**src/rtl/fetch_stall_controller.sv**
```systemverilog
// Fetch-side stall consumer: PC, imem request handshake, IF/ID register and skid.
// Optional stall-cycle counter is built when FETCH_STALL_PERF_EN is defined.
module fetch_stall_controller #(
    parameter int                        BUS_DATA_WIDTH = 64,
    parameter int                        INS_WIDTH      = 32,
    parameter logic [BUS_DATA_WIDTH-1:0] RESET_PC       = '0
) (
    input  logic                      clk,
    input  logic                      reset_n,
    input  logic                      inPCWrite,
    input  logic                      inIfIdWrite,
    input  logic                      inCtrlMux,
    input  logic                      inBranchTaken,
    input  logic [BUS_DATA_WIDTH-1:0] inBranchTarget,
    output logic                      outFetchReq,
    output logic [BUS_DATA_WIDTH-1:0] outFetchAddr,
    input  logic                      inFetchValid,
    input  logic [INS_WIDTH-1:0]      inFetchData,
    output logic [BUS_DATA_WIDTH-1:0] outPC,
    output logic [INS_WIDTH-1:0]      outIns,
    output logic                      outInsValid,
    output logic                      outIdExBubble,
    output logic [31:0]               outStallCount
);

    localparam logic [INS_WIDTH-1:0] NOP = INS_WIDTH'(32'h00000013);
    localparam logic [BUS_DATA_WIDTH-1:0] STEP = BUS_DATA_WIDTH'(4);

    typedef enum logic [1:0] {
        S_IDLE,
        S_WAIT,
        S_HOLD,
        S_DISCARD
    } state_t;

    state_t                    state;
    logic [BUS_DATA_WIDTH-1:0] pc;
    logic [BUS_DATA_WIDTH-1:0] pc_next;
    logic [INS_WIDTH-1:0]      skid_data;
    logic [BUS_DATA_WIDTH-1:0] skid_addr;
    logic                      skid_valid;

    assign pc_next       = pc + STEP;
    assign outIdExBubble = inCtrlMux;

    always_ff @(posedge clk or negedge reset_n) begin
        if (!reset_n) begin
            state        <= S_IDLE;
            pc           <= RESET_PC;
            outFetchReq  <= 1'b0;
            outFetchAddr <= '0;
            outPC        <= '0;
            outIns       <= NOP;
            outInsValid  <= 1'b0;
            skid_data    <= NOP;
            skid_addr    <= '0;
            skid_valid   <= 1'b0;
        end else begin
            outFetchReq <= 1'b0;
            if (inBranchTaken) begin
                pc          <= inBranchTarget;
                outIns      <= NOP;
                outInsValid <= 1'b0;
                skid_valid  <= 1'b0;
                case (state)
                    S_WAIT, S_DISCARD: begin
                        // A response this cycle retires the old fetch, so refetch now
                        if (inFetchValid) begin
                            outFetchReq  <= 1'b1;
                            outFetchAddr <= inBranchTarget;
                            state        <= S_WAIT;
                        end else begin
                            state <= S_DISCARD;
                        end
                    end
                    S_HOLD: begin
                        outFetchReq  <= 1'b1;
                        outFetchAddr <= inBranchTarget;
                        state        <= S_WAIT;
                    end
                    default: state <= S_IDLE;
                endcase
            end else begin
                unique case (state)
                    S_IDLE: begin
                        if (inIfIdWrite) begin
                            outIns      <= NOP;
                            outInsValid <= 1'b0;
                        end
                        if (inPCWrite) begin
                            outFetchReq  <= 1'b1;
                            outFetchAddr <= pc;
                            state        <= S_WAIT;
                        end
                    end
                    S_WAIT: begin
                        if (inFetchValid) begin
                            if (inIfIdWrite) begin
                                outIns      <= inFetchData;
                                outPC       <= pc;
                                outInsValid <= 1'b1;
                                if (inPCWrite) begin
                                    pc           <= pc_next;
                                    outFetchReq  <= 1'b1;
                                    outFetchAddr <= pc_next;
                                end else begin
                                    state <= S_IDLE;
                                end
                            end else begin
                                skid_data  <= inFetchData;
                                skid_addr  <= pc;
                                skid_valid <= 1'b1;
                                state      <= S_HOLD;
                            end
                        end else if (inIfIdWrite) begin
                            outIns      <= NOP;
                            outInsValid <= 1'b0;
                        end
                    end
                    S_HOLD: begin
                        if (inIfIdWrite) begin
                            outIns      <= skid_data;
                            outPC       <= skid_addr;
                            outInsValid <= skid_valid;
                            skid_valid  <= 1'b0;
                            if (inPCWrite) begin
                                pc           <= pc_next;
                                outFetchReq  <= 1'b1;
                                outFetchAddr <= pc_next;
                                state        <= S_WAIT;
                            end else begin
                                state <= S_IDLE;
                            end
                        end
                    end
                    S_DISCARD: begin
                        if (inIfIdWrite) begin
                            outIns      <= NOP;
                            outInsValid <= 1'b0;
                        end
                        if (inFetchValid) begin
                            outFetchReq  <= 1'b1;
                            outFetchAddr <= pc;
                            state        <= S_WAIT;
                        end
                    end
                endcase
            end
        end
    end

`ifdef FETCH_STALL_PERF_EN
    logic [31:0] stall_cnt;

    always_ff @(posedge clk or negedge reset_n) begin
        if (!reset_n) begin
            stall_cnt <= '0;
        end else if (!inIfIdWrite && stall_cnt != 32'hFFFF_FFFF) begin
            stall_cnt <= stall_cnt + 32'd1;
        end
    end

    assign outStallCount = stall_cnt;
`else
    assign outStallCount = '0;
`endif

endmodule

```
**config.mk**
```make
export PLATFORM = sky130hd
export DESIGN_NAME = fetch_stall_controller
export DESIGN_NICKNAME = d
export VERILOG_FILES = /design/src/rtl/fetch_stall_controller.sv
export SDC_FILE = /design/constraint.sdc
export NUM_CORES = 1
export LEC_CHECK = 0
export ABC_AREA = 1
export ABC_CLOCK_PERIOD_IN_PS = 5100
export BUFFER_PORTS_ARGS = -buffer_cell sky130_fd_sc_hd__buf_2
export CAP_MARGIN = 15
export CORE_ASPECT_RATIO = 0.75
export CORE_MARGIN = 1
export CORE_UTILIZATION = 30
export DETAILED_ROUTE_END_ITERATION = 7
export PLACE_DENSITY = 0.56
export SLEW_MARGIN = 15
export SYNTH_ARGS = -nofsm -noshare
export SYNTH_HDL_FRONTEND = slang
export SYNTH_SLANG_ARGS = --single-unit
export TNS_END_PERCENT = 5
```
**constraint.sdc**
```tcl
create_clock -name clk -period 5.1 [get_ports clk]
set_input_delay 1.275 -clock clk [delete_from_list [all_inputs] [get_ports clk]]
set_output_delay 1.275 -clock clk [all_outputs]
set_load 0.02 [all_outputs]
```
; After elaboration in Yosys (flattened, before gate mapping)
; Cells that the tools add are included.
[word_totals]
reg_bits = 325
in_bits = 103
output_inout_bits = 195
word_cells = 93
[op_classes]
n_addsub = 1
eq_ne = 15
mux = 53
bitwise_logic = 2
reduce_logical = 12
[ops]
columns = cell, count
row1 = $mux 64, 14
row2 = $pmux 64 s2, 3
row3 = $pmux 64 s4, 1
row4 = $mux 32, 5
row5 = $pmux 32 s3, 1
row6 = $add 64x3->64 const B, 1
row7 = $ne 3x3->1 const B, 6
row8 = $mux 2, 8
row9 = $mux 1, 15
row10 = $reduce_and 5->1, 3
row11 = $ne 4x4->1 const B, 2
row12 = $pmux 2 s4, 1
row13 = $reduce_and 4->1, 2
row14 = $ne 2x2->1 const B, 3
row15 = $eq 2x2->1 const B, 2
row16 = $pmux 1 s2, 2
row17 = $pmux 1 s4, 1
row18 = $pmux 2 s2, 1
row19 = $reduce_and 2->1, 2
row20 = $reduce_or 2->1, 2
row21 = $ne 3x1->1 const B, 1
row22 = $pmux 1 s3, 1
row23 = $reduce_bool 3->1, 1
row24 = $eq 2x1->1 const B, 1
row25 = other kinds (3), 4

; Depth between registers and ports, before layout
[depth]
depth_word = 6
depth_mapped = 13
ltp_nobuf = 11

; Worst setup path after synthesis
; No wires, ideal clock.
[synth_path]
path_kind = input to output
from = in inCtrlMux
to = out outIdExBubble
arrival_ps = 1409
t_required_ps = 3825
slack_ps = 2416
path_stages = 1
n_path_buf = 1
cell_sequence = buf_4
[synth_lines]
columns = element, line_no
row1 = start: declaration, 12  ; input logic inCtrlMux,
row2 = end: declaration, 22  ; output logic outIdExBubble,
; No word-level cell between the ends.

; Worst setup path in the final report
[layout_path]
from = reg state[1]
to = reg skid_addr[22]
[layout_via]
elab_chain_len = 2
[layout_rtl]
columns = element, line_no
row1 = start: declaration, 36  ; state_t state;
row2 = start signal: assignment, 48  ; state <= S_IDLE;
row3 = start signal: assignment, 71  ; state <= S_WAIT;
row4 = start signal: assignment, 73  ; state <= S_DISCARD;
row5 = $eq 2x1->1, 84  ; unique case (state)
row6 = $reduce_and 4->1 (no source line), --
row7 = end signal: assignment, 111  ; skid_addr <= pc;
row8 = end: declaration, 40  ; logic [BUS_DATA_WIDTH-1:0] skid_addr;
; No other way between the ends.
; A chain may end at the register's enable or synchronous reset.

==> reports/summary.md <==
For the data required time at the worst endpoint, the log shows 5.55 ns. The cell sitting at the root of the clock tree is a sky130_fd_sc_hd__clkbuf_16. The tools report the count of standard-cell rows as 76. Walking the worst path, the cells encountered are inv_1 > ha_1 > nand2_2 > nor2_4 > clkinv_2 > buf_12 > o21ai_0. Top cell type's share of synthesized area: 45.2%. For the final clock skew, the log shows 0.0332 ns. TritonCTS built the clock tree. The die is 212 um tall.

The clock transition at the registers of the reported paths was 0.06 ns; the post-route minimum period was 3.63 ns. The max-slew violation count came out at 0. Startpoint kind of the worst setup timing path: a flip-flop. The hold violation count in the final report is 0.

The worst pin sits at a relative slew slack of 32.3%. The clock passes through at most 3 buffers. The total of buffers placed on input and output ports came out at 263. The worst hold path belongs to the class reg -> reg.

At the pin with the least slew margin, the transition time is 1.02 ns. Total buffers and inverters traversed by the critical path: 3. In the finished design, the share of the clock period the worst path needs comes to 71.3%. The worst setup path is captured at a flip-flop. The routed design has 66,400 um of wire. Placer congestion estimate: 0.940. After global routing, the most crowded layer is met1. The worst setup path is of the reg -> reg kind. Data arrives at the worst endpoint at 4.09 ns. For the final routed database, the setup TNS stands at 0 ns.

Initial core utilization: 30.6%. The sum of net half-perimeters after detailed placement was 44,900 um; the power density relative to cell area was 622 nW/um^2. In the final layout, the share of cells above drive strength 1 is 15.8%. The number of antenna violations at the first check in global routing came out at 5. The via density per instance works out to 5.10. The logs give 21.9% for the total global-route track usage and 325 for the number of sinks handled by clock tree synthesis. The maximum fanout encountered on the critical timing path was 68; the core utilization of the finished layout was 35.9%.

The tools report the number of gates resized after CTS as 0. CTS built an H-tree with a depth of 2. The cell area that synthesis handed to floorplanning was 17,700 um^2. The horizontal extent of the die works out to 282 um. Cell family contributing the most delay on the critical path: buffers and inverters. In this run the static leakage power is 9.87 nW. The core box area is 57,800 um^2, and the overflow left after global routing is 0. The area growth from synthesis to layout is 17.7%.

Area of the die: 59,900 um^2. The tools report the detailed-routing iteration count for the pre-antenna-repair pass as 5. The highest attainable clock frequency is 275 MHz. The tools report the number of buffers inserted by hold repair at cts as 0. Setup violations remaining at the end of the flow were counted as 0. The vias after detailed routing was 17,300; the count of boundary I/O pins was 298. Setup repair after global routing left no endpoint under its margin. The tools report the number of nets at the end of the flow as 2,695. The count of buffers added by post-CTS timing repair for setup is 0, and the post-synthesis average cell area is 7.36 um^2. Entering global routing, the biggest net connects 101 pins. The via count of the first global-routing pass is 16,300.

The cell type with the highest aggregate area in the netlist was sky130_fd_sc_hd__dfrtp_1. After technology mapping, the gate count stands at 2,399. Global routing consumed, on the met2 layer, 32.2% of the routing resources.

After the first detailed-routing iteration, the DRC count stood at 1,701. Worst-path cell with the longest stage delay: sky130_fd_sc_hd__ha_1. By area the synthesized netlist is led by sky130_fd_sc_hd__dfrtp_1 (45%), sky130_fd_sc_hd__nand2_1 (15%), sky130_fd_sc_hd__nor2_1 (6.4%). The number of maximum-capacitance constraint violations is 0.

The flow ran to the end, and the final reports show no timing, DRC or antenna violations. The source-to-sink clock delay at the later pin of the worst-skew pair is 0.58 ns. For the number of library cell types mapped by synthesis, the log shows 38. In the final routed layout, each cell accounts on average for 19.6 um. The biggest cell delay along the critical path is 0.68 ns. The tools report the number of warnings issued by yosys as 0.

After detailed routing, the number of remaining DRC violations is 0. The number of clock buffers added by TritonCTS is 38. Global routing used 32.4% of the available met1 tracks.

Global routing used 4.13% of the available met3 tracks. For this run, the register share of the synthesized area comes to 46.1%. Once detail routing completed, the nets flagged for antenna violations numbered 0.

In this run, synthesis produced a sequential element count of 325. The wire length of the first global-routing pass is 101,000 um, and the worst vdd rail ir drop is 0.285 mV.
## cell families (layout without fill, tap and decap cells)
logic type      count (synthesis)  after routing  synth area share [%]
buf+inv                       355            539                  8.70
fa+ha+maj                       6              6                 0.425
compound gates                548            548                  17.5
simple gates                 1137           1137                  25.9
other cells                     1             35                0.0212
xor+xnor                       27             27                  1.34
flops                         325            325                  46.1
## cell type report
| class | count | area, um^2 |
|---|---|---|
| repair buffers | 286 | 1550 |
| flip-flops and latches | 325 | 8140 |
| clock inverters | 15 | 191 |
| multi-input cells | 1750 | 8120 |
| well taps | 780 | 976 |
| clock buffers | 53 | 1100 |
| diodes | 3 | 7.51 |
| inverters | 185 | 696 |
| fillers | 6165 | 37000 |
## stage by stage
step	total power [W]	instances	worst slack, ns	cell area, um^2	hold WS (ns)
2_1_floorplan	0.00803	2430	2.42	17800	0.442
3_3_place_gp	0.00997	3326	1.52	19500	0.452
3_5_place_dp	0.0101	3326	1.44	19500	0.456
4_1_cts	0.0130	3394	1.50	20800	0.470
5_1_grt	0.0138	3397	1.21	20800	0.499
6_report	0.0129	3397	1.47	20800	0.468
## per-layer routing
metal / routed length [um] / part of all wire (%)
met2: 28500 / 43
met1: 30900 / 47
met4: 1420 / 2.1
met5: 13 / 0.020
met3: 5540 / 8.3
## power breakdown
group | total, W | switching (W) | internal, W
Clock | 0.00289 | 0.00118 | 0.00171
Combinational | 0.00553 | 0.00386 | 0.00167
Sequential | 0.00451 | 0.000796 | 0.00371
Total | 0.0129 | 0.00584 | 0.00709
## layout by cell type (no fill, tap or decap), types with 3 or more instances in the layout
cell type / count
sky130_fd_sc_hd__dfstp_2: 6
sky130_fd_sc_hd__o22ai_1: 4
sky130_fd_sc_hd__o21ai_0: 211
sky130_fd_sc_hd__o221ai_1: 11
sky130_fd_sc_hd__clkinv_2: 7
sky130_fd_sc_hd__a31oi_1: 89
sky130_fd_sc_hd__ha_1: 4
sky130_fd_sc_hd__inv_2: 14
sky130_fd_sc_hd__bufinv_16: 4
sky130_fd_sc_hd__o31ai_1: 31
sky130_fd_sc_hd__nand2_1: 702
sky130_fd_sc_hd__buf_4: 20
sky130_fd_sc_hd__clkbuf_16: 39
sky130_fd_sc_hd__clkbuf_1: 7
sky130_fd_sc_hd__xor2_1: 27
sky130_fd_sc_hd__buf_12: 4
sky130_fd_sc_hd__nor2_4: 7
sky130_fd_sc_hd__nand4_1: 11
sky130_fd_sc_hd__nor2_2: 13
sky130_fd_sc_hd__nand3_1: 83
sky130_fd_sc_hd__nor2_1: 302
sky130_fd_sc_hd__o22a_1: 3
sky130_fd_sc_hd__o21a_1: 6
sky130_fd_sc_hd__dfrtp_1: 319
sky130_fd_sc_hd__nand2_2: 11
sky130_fd_sc_hd__a22oi_1: 7
sky130_fd_sc_hd__o211ai_1: 19
sky130_fd_sc_hd__a22oi_2: 3
sky130_fd_sc_hd__conb_1: 32
sky130_fd_sc_hd__buf_2: 261
sky130_fd_sc_hd__diode_2: 3
sky130_fd_sc_hd__clkbuf_8: 7
sky130_fd_sc_hd__o21ai_1: 24
sky130_fd_sc_hd__inv_1: 170
sky130_fd_sc_hd__a21oi_1: 137
## sequential cells by signal (all words and copies together) (netlist names)
signal and count:
outFetchAddr 64, outFetchReq 1, outIns 32, outInsValid 1, outPC 64, pc 64
skid_addr 64, skid_data 32, skid_valid 1, state 2
## cell usage after synthesis
master                       n
sky130_fd_sc_hd__dfstp_2     6
sky130_fd_sc_hd__a21oi_1   138
sky130_fd_sc_hd__conb_1      1
sky130_fd_sc_hd__o22a_1      3
sky130_fd_sc_hd__nand2_2    11
sky130_fd_sc_hd__a31oi_1    89
sky130_fd_sc_hd__o211ai_1   19
sky130_fd_sc_hd__a22oi_1     7
sky130_fd_sc_hd__o21ai_0   211
sky130_fd_sc_hd__o31ai_1    31
sky130_fd_sc_hd__o21ai_1    24
sky130_fd_sc_hd__nand2_4     2
sky130_fd_sc_hd__nor2_8      2
sky130_fd_sc_hd__o21a_1      6
sky130_fd_sc_hd__nand3_1    83
sky130_fd_sc_hd__nand4_1    11
sky130_fd_sc_hd__nor2_1    303
sky130_fd_sc_hd__o22ai_1     4
sky130_fd_sc_hd__nor2_2     12
sky130_fd_sc_hd__nand2_1   702
sky130_fd_sc_hd__xor2_1     27
sky130_fd_sc_hd__inv_1     171
sky130_fd_sc_hd__a22oi_2     3
sky130_fd_sc_hd__a21oi_2     2
sky130_fd_sc_hd__buf_2      45
sky130_fd_sc_hd__buf_1       6
sky130_fd_sc_hd__or2_2       1
sky130_fd_sc_hd__inv_2      14
sky130_fd_sc_hd__nor2_4      7
sky130_fd_sc_hd__buf_4      35
sky130_fd_sc_hd__nand3_2     1
sky130_fd_sc_hd__clkbuf_1   81
sky130_fd_sc_hd__buf_6       2
sky130_fd_sc_hd__ha_1        6
sky130_fd_sc_hd__nand3b_1    2
sky130_fd_sc_hd__o221ai_1   11
sky130_fd_sc_hd__dfrtp_1   319
sky130_fd_sc_hd__clkbuf_2    1
## worst register-to-register path, stage by stage (launching register included)
cell,delay [ns]
sky130_fd_sc_hd__dfrtp_1,0.40
sky130_fd_sc_hd__inv_1,0.15
sky130_fd_sc_hd__ha_1,0.68
sky130_fd_sc_hd__nand2_2,0.60
sky130_fd_sc_hd__nor2_4,0.29
sky130_fd_sc_hd__clkinv_2,0.61
sky130_fd_sc_hd__buf_12,0.53
sky130_fd_sc_hd__o21ai_0,0.29
## path summary, 6_finish.rpt
path	from	to	slack (ns)	cells past startpoint
worst min register to register	outFetchAddr[2]	outFetchAddr[2]	0.47	2
worst max register to register	state[1]	skid_addr[22]	1.47	7
worst max-delay path	state[1]	skid_addr[22]	1.47	7
worst min-delay path	outFetchAddr[2]	outFetchAddr[2]	0.47	2
min in group asynchronous	reset_n	skid_data[6]	0.78	1
max in group asynchronous	reset_n	outFetchAddr[33]	3.16	2
(Power assumes the default switching activity.)
